`src/rtl/rx_symbol_fifo_if.sv`:
```
// Symbol-side bus of the receive symbol FIFO: block-alignment write port,
// downstream read port and FIFO status.
interface rx_symbol_fifo_if #(
  parameter int DATA_WIDTH         = 8,
  parameter int SYMBOL_COUNT_WIDTH = 4,
  parameter int ADDR_WIDTH         = 4
) ();

  logic                          wr_en;
  logic [DATA_WIDTH-1:0]         rx_data;
  logic                          block_type;
  logic [SYMBOL_COUNT_WIDTH-1:0] symbols_count;
  logic                          skp_drop_en;
  logic                          rd_en;

  logic [DATA_WIDTH-1:0]         rd_data;
  logic                          rd_block_type;
  logic                          rd_sob;
  logic                          rd_valid;
  logic                          empty;
  logic                          full;
  logic [ADDR_WIDTH:0]           occupancy;
  logic                          overflow;
  logic                          skp_dropped;

  modport master (
    output wr_en, rx_data, block_type, symbols_count, skp_drop_en, rd_en,
    input  rd_data, rd_block_type, rd_sob, rd_valid, empty, full,
           occupancy, overflow, skp_dropped
  );

  modport slave (
    input  wr_en, rx_data, block_type, symbols_count, skp_drop_en, rd_en,
    output rd_data, rd_block_type, rd_sob, rd_valid, empty, full,
           occupancy, overflow, skp_dropped
  );

endinterface

```
`src/rtl/rx_symbol_fifo.sv`:
```
// Receive symbol FIFO with SKP ordered-set symbol deletion: stores
// {block_type, start-of-block, symbol} and registers the read side.
module rx_symbol_fifo #(
  parameter int DATA_WIDTH         = 8,
  parameter int SYMBOL_COUNT_WIDTH = 4,
  parameter int ADDR_WIDTH         = 4,
  parameter int MAX_DROP           = 4
) (
  input  logic              rx_clk,
  input  logic              rx_rst,
  input  logic              Soft_RST_blocks,
  rx_symbol_fifo_if.slave   bus
);

  localparam int DEPTH   = 1 << ADDR_WIDTH;
  localparam int ENTRY_W = DATA_WIDTH + 2;
  localparam int PTR_W   = ADDR_WIDTH + 1;
  localparam int DROP_W  = $clog2(MAX_DROP + 1);

  localparam logic [DATA_WIDTH-1:0] SKP_SYM    = DATA_WIDTH'(8'hAA);
  localparam logic [DROP_W-1:0]     MAX_DROP_C = DROP_W'(MAX_DROP);

  typedef enum logic {
    NORMAL  = 1'b0,
    SKP_BLK = 1'b1
  } skp_state_e;

  logic [ENTRY_W-1:0]    mem_q [DEPTH];

  logic [PTR_W-1:0]      wr_ptr_q, wr_ptr_d;
  logic [PTR_W-1:0]      rd_ptr_q, rd_ptr_d;
  skp_state_e            state_q, state_d;
  logic [DROP_W-1:0]     drop_cnt_q, drop_cnt_d;
  logic                  overflow_q, overflow_d;
  logic                  rd_valid_q, rd_valid_d;
  logic [DATA_WIDTH-1:0] rd_data_q, rd_data_d;
  logic                  rd_bt_q, rd_bt_d;
  logic                  rd_sob_q, rd_sob_d;
  logic                  skp_dropped_q, skp_dropped_d;

  logic                  is_skp;
  logic                  is_sob;
  logic                  full_w;
  logic                  empty_w;
  logic                  drop_sym;
  logic                  wr_do;
  logic                  rd_do;
  logic [ENTRY_W-1:0]    rd_entry;

  assign is_skp  = (bus.rx_data == SKP_SYM);
  assign is_sob  = (bus.symbols_count == '0);
  assign full_w  = (wr_ptr_q[ADDR_WIDTH] != rd_ptr_q[ADDR_WIDTH]) &&
                   (wr_ptr_q[ADDR_WIDTH-1:0] == rd_ptr_q[ADDR_WIDTH-1:0]);
  assign empty_w = (wr_ptr_q == rd_ptr_q);

  assign rd_entry = mem_q[rd_ptr_q[ADDR_WIDTH-1:0]];

  // SKP deletion FSM; symbol 0 of every block restarts the decision.
  always_comb begin
    state_d    = state_q;
    drop_cnt_d = drop_cnt_q;
    drop_sym   = 1'b0;
    if (bus.wr_en) begin
      if (is_sob) begin
        drop_cnt_d = '0;
        state_d    = (bus.block_type && is_skp) ? SKP_BLK : NORMAL;
      end else if (state_q == SKP_BLK) begin
        if (!is_skp) begin
          state_d = NORMAL;
        end else if (bus.skp_drop_en && (drop_cnt_q < MAX_DROP_C)) begin
          drop_sym   = 1'b1;
          drop_cnt_d = drop_cnt_q + DROP_W'(1);
        end
      end
    end
    if (Soft_RST_blocks) begin
      state_d    = NORMAL;
      drop_cnt_d = '0;
    end
  end

  assign wr_do = bus.wr_en && !full_w && !drop_sym;
  assign rd_do = bus.rd_en && !empty_w;

  always_comb begin
    wr_ptr_d      = wr_ptr_q;
    rd_ptr_d      = rd_ptr_q;
    overflow_d    = overflow_q;
    rd_valid_d    = rd_do;
    rd_data_d     = rd_data_q;
    rd_bt_d       = rd_bt_q;
    rd_sob_d      = rd_sob_q;
    skp_dropped_d = drop_sym;
    if (wr_do) begin
      wr_ptr_d = wr_ptr_q + PTR_W'(1);
    end
    if (rd_do) begin
      rd_ptr_d  = rd_ptr_q + PTR_W'(1);
      rd_data_d = rd_entry[DATA_WIDTH-1:0];
      rd_sob_d  = rd_entry[DATA_WIDTH];
      rd_bt_d   = rd_entry[DATA_WIDTH+1];
    end
    // A write refused because the FIFO is full is lost; dropped SKPs are not.
    if (bus.wr_en && full_w && !drop_sym) begin
      overflow_d = 1'b1;
    end
    if (Soft_RST_blocks) begin
      wr_ptr_d      = '0;
      rd_ptr_d      = '0;
      overflow_d    = 1'b0;
      rd_valid_d    = 1'b0;
      rd_data_d     = '0;
      rd_bt_d       = 1'b0;
      rd_sob_d      = 1'b0;
      skp_dropped_d = 1'b0;
    end
  end

  always_ff @(posedge rx_clk or posedge rx_rst) begin
    if (rx_rst) begin
      wr_ptr_q      <= '0;
      rd_ptr_q      <= '0;
      state_q       <= NORMAL;
      drop_cnt_q    <= '0;
      overflow_q    <= 1'b0;
      rd_valid_q    <= 1'b0;
      rd_data_q     <= '0;
      rd_bt_q       <= 1'b0;
      rd_sob_q      <= 1'b0;
      skp_dropped_q <= 1'b0;
    end else begin
      wr_ptr_q      <= wr_ptr_d;
      rd_ptr_q      <= rd_ptr_d;
      state_q       <= state_d;
      drop_cnt_q    <= drop_cnt_d;
      overflow_q    <= overflow_d;
      rd_valid_q    <= rd_valid_d;
      rd_data_q     <= rd_data_d;
      rd_bt_q       <= rd_bt_d;
      rd_sob_q      <= rd_sob_d;
      skp_dropped_q <= skp_dropped_d;
    end
  end

  // Storage is not reset; the pointers alone define what is valid.
  always_ff @(posedge rx_clk) begin
    if (wr_do && !Soft_RST_blocks && !rx_rst) begin
      mem_q[wr_ptr_q[ADDR_WIDTH-1:0]] <= {bus.block_type, is_sob, bus.rx_data};
    end
  end

  assign bus.rd_data       = rd_data_q;
  assign bus.rd_block_type = rd_bt_q;
  assign bus.rd_sob        = rd_sob_q;
  assign bus.rd_valid      = rd_valid_q;
  assign bus.empty         = empty_w;
  assign bus.full          = full_w;
  assign bus.occupancy     = wr_ptr_q - rd_ptr_q;
  assign bus.overflow      = overflow_q;
  assign bus.skp_dropped   = skp_dropped_q;

endmodule

```
`src/flat_wrapper.sv`:
```
// flat-port wrapper written by rule: the top's interface ports become plain ports
module rx_symbol_fifo_flat 
#(
  parameter int DATA_WIDTH         = 8,
  parameter int SYMBOL_COUNT_WIDTH = 4,
  parameter int ADDR_WIDTH         = 4,
  parameter int MAX_DROP           = 4
)
  (rx_clk, rx_rst, Soft_RST_blocks, bus_wr_en, bus_rx_data, bus_block_type, bus_symbols_count, bus_skp_drop_en, bus_rd_en, bus_rd_data, bus_rd_block_type, bus_rd_sob, bus_rd_valid, bus_empty, bus_full, bus_occupancy, bus_overflow, bus_skp_dropped);
  rx_symbol_fifo_if #(.DATA_WIDTH(DATA_WIDTH), .SYMBOL_COUNT_WIDTH(SYMBOL_COUNT_WIDTH), .ADDR_WIDTH(ADDR_WIDTH)) bus_i ();
  input  logic rx_clk;
  input  logic rx_rst;
  input  logic Soft_RST_blocks;
  input wire logic [$bits(bus_i.wr_en)-1:0] bus_wr_en;
  input wire logic [$bits(bus_i.rx_data)-1:0] bus_rx_data;
  input wire logic [$bits(bus_i.block_type)-1:0] bus_block_type;
  input wire logic [$bits(bus_i.symbols_count)-1:0] bus_symbols_count;
  input wire logic [$bits(bus_i.skp_drop_en)-1:0] bus_skp_drop_en;
  input wire logic [$bits(bus_i.rd_en)-1:0] bus_rd_en;
  output wire logic [$bits(bus_i.rd_data)-1:0] bus_rd_data;
  output wire logic [$bits(bus_i.rd_block_type)-1:0] bus_rd_block_type;
  output wire logic [$bits(bus_i.rd_sob)-1:0] bus_rd_sob;
  output wire logic [$bits(bus_i.rd_valid)-1:0] bus_rd_valid;
  output wire logic [$bits(bus_i.empty)-1:0] bus_empty;
  output wire logic [$bits(bus_i.full)-1:0] bus_full;
  output wire logic [$bits(bus_i.occupancy)-1:0] bus_occupancy;
  output wire logic [$bits(bus_i.overflow)-1:0] bus_overflow;
  output wire logic [$bits(bus_i.skp_dropped)-1:0] bus_skp_dropped;
  assign bus_i.wr_en = bus_wr_en;
  assign bus_i.rx_data = bus_rx_data;
  assign bus_i.block_type = bus_block_type;
  assign bus_i.symbols_count = bus_symbols_count;
  assign bus_i.skp_drop_en = bus_skp_drop_en;
  assign bus_i.rd_en = bus_rd_en;
  assign bus_rd_data = bus_i.rd_data;
  assign bus_rd_block_type = bus_i.rd_block_type;
  assign bus_rd_sob = bus_i.rd_sob;
  assign bus_rd_valid = bus_i.rd_valid;
  assign bus_empty = bus_i.empty;
  assign bus_full = bus_i.full;
  assign bus_occupancy = bus_i.occupancy;
  assign bus_overflow = bus_i.overflow;
  assign bus_skp_dropped = bus_i.skp_dropped;
  rx_symbol_fifo #(.DATA_WIDTH(DATA_WIDTH), .SYMBOL_COUNT_WIDTH(SYMBOL_COUNT_WIDTH), .ADDR_WIDTH(ADDR_WIDTH), .MAX_DROP(MAX_DROP)) u_core (.rx_clk(rx_clk), .rx_rst(rx_rst), .Soft_RST_blocks(Soft_RST_blocks), .bus(bus_i));
endmodule
```
`config.mk`:
```
export PLATFORM = sky130hd
export DESIGN_NAME = rx_symbol_fifo_flat
export DESIGN_NICKNAME = d
export VERILOG_FILES = /design/src/rtl/rx_symbol_fifo_if.sv /design/src/rtl/rx_symbol_fifo.sv /design/src/flat_wrapper.sv
export SDC_FILE = /design/constraint.sdc
export NUM_CORES = 1
export LEC_CHECK = 0
export CORE_UTILIZATION = 55
export CTS_BUF_LIST = sky130_fd_sc_hd__clkbuf_8
export DETAILED_ROUTE_END_ITERATION = 12
export GPL_TIMING_DRIVEN = 0
export HOLD_SLACK_MARGIN = 0.15
export PLACE_DENSITY_LB_ADDON = 0.2
export SLEW_MARGIN = 20
export SYNTH_ARGS = -nofsm -noshare
export SYNTH_HDL_FRONTEND = slang
export SYNTH_SLANG_ARGS = --single-unit
```
`constraint.sdc`:
```
create_clock -name rx_clk -period 5.5 [get_ports rx_clk]
set_input_delay 1.375 -clock rx_clk [delete_from_list [all_inputs] [get_ports rx_clk]]
set_output_delay 1.375 -clock rx_clk [all_outputs]
set_load 0.02 [all_outputs]
```
==> impl_metrics.yaml, run 1 <==
route:
  drc: 0
  dr.pass1.iters: 5
  ant_nets: 0
  vias_per_cell: 6.17
  drt-total-wl_um: 16300
  drtIter0Drc: 334
  vias: 4188
  wl_per_cell_um: 24.1
sta:
  final-max-slew-violation-count: 0
  skew_ns: 0.0112
  min_period_ns: 5.06
  clock.fmax_ghz: 0.198
  final.period_utilization_pct: 91.9
  maxSlewHeadroom_pct: 31.8
  finalHoldViolations: 0
  setup_viol: 0
  setup-tns-final_ns: 0
  rsz0062_at_grt: "no"
  worst_pin_slew_ns: 1.02
placed_design:
  io_buffers: 37
  placed_area_sq_um: 8460
  post-place-cells: 647
  dpl.hpwl_um: 11100
  gp_congestion: 0.816
pwr:
  total_power_mw: 2.84
  power_density_nw_per_um2: 320
  leakage_nw: 3.09
  ir_worst_vdd_mv: 0.214
yosys:
  synth-edff-count: 160
  synth_nets: 442
  yosysUniqueCellTypes: 47
  syn_area_per_cell_sq_um: 18.6
  synth_ff_type: "edfxtp_1"
  netlist_top_cells_area: "edfxtp_1 63%, mux4_2 12%, dfrtp_1 8.8%, mux2i_1 2.8%, ha_1 1.6%"
  seq_area_frac_synth_pct: 71.7
  synth_seq_cells: 187
  synth_area_sq_um: 7640
  yosysWarnings: 0
  synthCells: 412
  yosys.area.top_type: "edfxtp_1"
  synthArstFlopShare_pct: 14.4
  yosys.area.top_type_share_pct: 62.9
clocking:
  path_clk_slew_ns: 0.09
  cts_tree: "yes"
  clock-root-buffer: "clkbuf_8"
  htree_levels: 4
  cts_buffers: 17
  postCtsSetupBuffers: 0
  cts_sinks: 187
  clockBufferDepth: 2
  ctsHoldBuffers: 0
  clk_latency_ns: 0.47
  ctsResizeCount: 0
grt:
  grt_pass1_vias: 4240
  overflow: 0
  top_usage_layer: "met2"
  grtUsageMet1_pct: 34.8
  grt_usage_pct: 25.0
  grt_start_max_net_pins: 28
  grt_use_met3_pct: 5.99
  grt_use_met2_pct: 38.2
  grt_pass1_wl_um: 25300
  grt_antenna_before_repair: 0
hold_path:
  min_path_type: "reg -> reg"
floorplan:
  chipWidth_um: 120
  initial_utilization_pct: 57.0
  core_area_sq_um: 13400
  die_h_um: 120
  core.rowCount: 42
  die-area_sq_um: 14400
  ios: 39
layout:
  fin_nets: 520
  syn_to_final_growth_pct: 16.4
  insertedDiodeCount: 0
  layout-drive-gt1-share_pct: 24.9
  final_core_util_pct: 66.4
  fin_cells: 679
  design_area_sq_um: 8890
worst_setup_path:
  crit_family: "buffers and inverters"
  slowest_stage: "clkdlybuf4s50_1"
  path_buf_inv: 5
  start_kind: "flip-flop"
  critPathCaptureType: "primary output"
  crit_chain: "clkbuf_1 -> clkbuf_1 -> inv_1 -> ha_1 -> nand4_1 -> nand2b_1 -> inv_1 -> clkdlybuf4s50_1"
  required_ns: 4.12
  cp.arrival_ns: 3.68
  worstSetupPathType: "reg -> out"
  crit_path_max_incr_delay_ns: 0.62
  critPathMaxFanout: 10
flow_run:
  maxCapViolCount: 0
run_status:
  status: "complete, no violations"
==> final timing paths <==
path                                                 start                         endpoint  slack, ns  cells after the start
max                         u_core.rd_ptr_q[3]$_DFFE_PP0P_                         bus_full       0.44                      8
min                        u_core.bus.overflow$_DFFE_PP0P_  u_core.bus.overflow$_DFFE_PP0P_       0.52                      2
max reg2reg                 u_core.rd_ptr_q[3]$_DFFE_PP0P_    u_core.mem_q[11][4]$_DFFE_PP_       1.32                     10
min reg2reg                u_core.bus.overflow$_DFFE_PP0P_  u_core.bus.overflow$_DFFE_PP0P_       0.52                      2
max in group asynchronous                           rx_rst   u_core.wr_ptr_q[0]$_DFFE_PP0P_       3.75                      2
min in group asynchronous                           rx_rst   u_core.rd_ptr_q[1]$_DFFE_PP0P_       1.35                      2
==> layout by cell type, fill, tap and decap left out, types with 2 or more instances in the layout <==
cell	Yosys	final
o2111ai_1	2	2
buf_6	1	2
a21o_1	2	2
bufinv_16	0	4
ha_1	10	10
buf_4	0	7
clkbuf_1	12	12
nor3_2	0	4
clkinvlp_4	0	3
buf_2	8	22
o21ai_0	3	3
nor4_2	0	8
nand2_1	9	9
nand2b_1	2	2
or3_1	3	3
clkbuf_8	0	17
xor2_1	3	3
edfxtp_1	160	160
a31o_2	2	2
xnor2_1	5	5
inv_1	15	14
nor2_1	14	14
clkdlybuf4s50_1	0	37
nand4_1	3	3
mux4_2	40	40
nor4b_2	0	4
a21oi_1	8	8
dfrtp_1	27	27
mux2i_1	21	21
inv_6	0	2
o221ai_1	10	10
nand3_1	14	14
clkinv_1	0	3
and4bb_2	2	2
==> state kept, by name (all words and copies together) (netlist names) <==
signal and cells:
u_core.mem_q 160, u_core.bus.rd_data 8, u_core.rd_ptr_q 5, u_core.wr_ptr_q 5, u_core.drop_cnt_q 3, u_core.bus.overflow 1, u_core.bus.rd_block_type 1, u_core.bus.rd_sob 1
u_core.bus.rd_valid 1, u_core.bus.skp_dropped 1, u_core.state_q 1
==> Yosys cell counts (all sizes together), types with 2 or more instances <==
master   instances
a21oi            8
buf             10
and4             2
inv             15
dfrtp           27
nor3             4
nor4             8
or4              2
o221ai          10
nand3           15
clkbuf          12
xor2             3
or3              3
nand4            3
a21o             2
o21ai            4
a31o             2
mux4            40
and4bb           2
ha              10
nand2b           2
nor4b            4
edfxtp         160
xnor2            5
nand2            9
mux2i           21
nor2            14
o2111ai          2
==> routing by layer <==
metal | vias up | routed length (um)
li1 | 1821 | -
met1 | 2198 | 7210
met2 | 136 | 7730
met3 | 33 | 916
met4 | 0 | 488
met5 | - | 0
==> tightest hold or removal path: stages (launching register included) <==
cell and delay [ns]:
dfrtp_1 0.36, a31oi_1 0.04, nor2_1 0.07
==> report_power, final <==
part,switching (mW),internal [mW]
combinational,0.159,0.118
sequential,0.0205,1.56
clock,0.488,0.495
total,0.668,2.17
==> per-stage QoR <==
stage,hold WS (ns),worst slack [ns]
after floorplan,0.484,1.57
after global placement,0.481,-0.253
after detailed placement,0.498,0.693
after CTS,0.516,0.423
after global routing,0.572,0.235
final,0.516,0.445
==> cell type report <==
cell class / instances / area [sq um]
Buffer: 22 / 100
Clock buffer: 17 / 234
Clock inverter: 15 / 196
Fill cell: 897 / 4510
Inverter: 15 / 56.3
Multi-Input combinational cell: 188 / 2100
Sequential cell: 187 / 5480
Tap cell: 176 / 220
Timing Repair Buffer: 59 / 504
==> cell families after synthesis <==
family	synth area share, %
compound gates	3.34
simple gates	5.42
flops	71.7
xor+xnor	0.917
buf+inv	2.05
fa+ha+maj	1.90
mux	14.7
(Power assumes the default switching activity.)
==> run 2, diff against run 1 <==
--- a/config.mk
+++ b/config.mk
@@ -5,7 +5,7 @@
 export SDC_FILE = /design/constraint.sdc
 export NUM_CORES = 1
 export LEC_CHECK = 0
-export CORE_UTILIZATION = 55
+export CORE_UTILIZATION = 32
 export CTS_BUF_LIST = sky130_fd_sc_hd__clkbuf_8
 export DETAILED_ROUTE_END_ITERATION = 12
 export GPL_TIMING_DRIVEN = 0
==> constraint.sdc (replaced) <==
create_clock -name rx_clk -period 4.3 [get_ports rx_clk]
set_input_delay 1.075 -clock rx_clk [delete_from_list [all_inputs] [get_ports rx_clk]]
set_output_delay 1.075 -clock rx_clk [all_outputs]
set_load 0.02 [all_outputs]
==> run 2 against run 1 <==
Net effect:
- clock skew up 0.0099 ns
- first-iteration DRC count down 7.8%
- largest power group unchanged
- sequential share of layout area down 1.0 points
- critical endpoint is now bus_occupancy[3]
- non-clock buffer count up 5
- count of clock-buffer cells in the layout unchanged
- design area up 1.7%
- total power up 23%
- via count down 3.9%
==> impl_metrics.yaml, run 2 (synthesis results as in run 1) <==
clocking:
  path_clk_slew_ns: 0.10
  htree_levels: 4
  clockBufferDepth: 2
  cts_sinks: 187
  clock-root-buffer: "clkbuf_8"
  cts_buffers: 17
  cts_tree: "yes"
  clk_latency_ns: 0.47
grt:
  grt_usage_pct: 15.7
  grt_start_max_net_pins: 28
  grt_antenna_before_repair: 0
  grt_pass1_vias: 4319
  overflow: 0
  grt_pass1_wl_um: 26900
sta:
  clock.fmax_ghz: 0.249
  final.period_utilization_pct: 93.3
  skew_ns: 0.0211
  maxSlewHeadroom_pct: 35.4
  worst_pin_slew_ns: 0.968
  final-max-slew-violation-count: 0
  min_period_ns: 4.01
  setup_viol: 0
  finalHoldViolations: 0
  rsz0062_at_grt: "no"
  setup_slack_ns: 0.289
layout:
  insertedDiodeCount: 0
  syn_to_final_growth_pct: 18.3
  fin_cells: 826
  layout-drive-gt1-share_pct: 26.6
  largest_register_ffs: 160
  fin_nets: 525
  final_core_util_pct: 38.5
  layout_commonest_cell: "edfxtp_1"
  final_cell_mix: "160 x edfxtp_1, 40 x mux4_2, 37 x clkdlybuf4s50_1"
pwr:
  leakage_nw: 3.10
  power_density_nw_per_um2: 385
  ir_worst_vdd_mv: 0.262
floorplan:
  die_h_um: 157
  core.rowCount: 56
  initial_utilization_pct: 32.6
  die-area_sq_um: 24500
  ios: 39
  core_area_sq_um: 23500
  chipWidth_um: 157
worst_setup_path:
  start_kind: "flip-flop"
  crit_chain: "inv_1 -> ha_1 -> a21o_1 -> a21oi_1 -> xnor2_1 -> clkdlybuf4s50_1"
  cp.arrival_ns: 2.94
  worstSetupPathType: "reg -> out"
  crit_family: "buffers and inverters"
  critPathCaptureType: "primary output"
  required_ns: 3.22
  path_buf_inv: 2
  slowest_stage: "clkdlybuf4s50_1"
  crit_path_max_incr_delay_ns: 0.62
  critPathMaxFanout: 12
placed_design:
  io_buffers: 37
  post-place-cells: 796
  gp_congestion: 0.781
  pre_cts_slack_ns: -0.0577
  dpl.hpwl_um: 12400
route:
  drtIter0Drc: 308
  vias_per_cell: 4.87
  wl_per_cell_um: 21.2
  vias: 4023
  ant_nets: 0
  drc: 0
  dr.pass1.iters: 4
  drt-total-wl_um: 17500
flow_run:
  maxCapViolCount: 0
run_status:
  status: "complete, no violations"
hold_path:
  min_path_type: "reg -> reg"
-- run 2: changes by cell type in the layout (fill, tap and decap cells not counted), moves of 3 or more --
cell	previous run	this run
buf_2	22	31
bufinv_16	4	0
clkbuf_1	12	9
inv_8	1	4
buf_4	7	3
-- run 2: tightest hold or removal path: cells and delay by family, from the launching register on --
family           cells  cell delay [ns]
AND/OR/NAND/NOR      1             0.07
flip-flops           1             0.36
AO/OA/AOI/OAI        1             0.04
-- run 2: routing by layer --
metal  wire length (um)  up-vias  global-route usage, %
li1                   -     1840                      -
met1               8100     2091                   21.5
met2               8560       88                   25.1
met3                773        4                   3.49
met4                 97        0                   4.20
met5                  0        -                      0
-- run 2: worst paths after layout --
| path | from | slack, ns | cells past startpoint | to |
|---|---|---|---|---|
| hold reg to reg | u_core.bus.overflow$_DFFE_PP0P_ | 0.51 | 2 | u_core.bus.overflow$_DFFE_PP0P_ |
| setup reg to reg | u_core.rd_ptr_q[1]$_DFFE_PP0P_ | 0.96 | 9 | u_core.mem_q[8][8]$_DFFE_PP_ |
| min in group asynchronous | rx_rst | 1.11 | 2 | u_core.bus.rd_data[3]$_DFFE_PP0P_ |
| max in group asynchronous | rx_rst | 2.77 | 2 | u_core.bus.rd_sob$_DFFE_PP0P_ |
| hold / removal | u_core.bus.overflow$_DFFE_PP0P_ | 0.51 | 2 | u_core.bus.overflow$_DFFE_PP0P_ |
| setup / recovery | u_core.rd_ptr_q[1]$_DFFE_PP0P_ | 0.29 | 6 | bus_occupancy[3] |
-- run 2: through the flow --
step	area [sq um]	hold slack (ns)	power (mW)	TNS [ns]
global route	9040	0.582	3.62	0
global placement	8410	0.487	2.42	-169.42
CTS	9040	0.524	3.52	0
floorplan	7640	0.484	2.25	0
detailed placement	8670	0.500	2.43	-0.567
finish	9040	0.510	3.48	0
-- run 2: cell type report --
type,count,area [sq um]
fillers,2180,14400
repair buffers,66,539
clock buffers,17,234
flip-flops and latches,187,5480
well taps,319,399
multi-input cells,188,2100
clock inverters,14,131
plain buffers,20,98.8
inverters,15,56.3
-- run 2: report_power, final --
group          leakage (nW)  switching [mW]  internal [mW]  total, mW
Sequential             1.82          0.0299           2.00       2.03
Combinational          1.10           0.207          0.157      0.365
Clock                 0.177           0.673          0.420       1.09
-- run 2: timing repair --
action | CTS | global route
hold buffers | 0 | 0
buffers inserted | 1 | 0
endpoints found under the setup margin | 3 | 0
gates resized for setup | 4 | 0
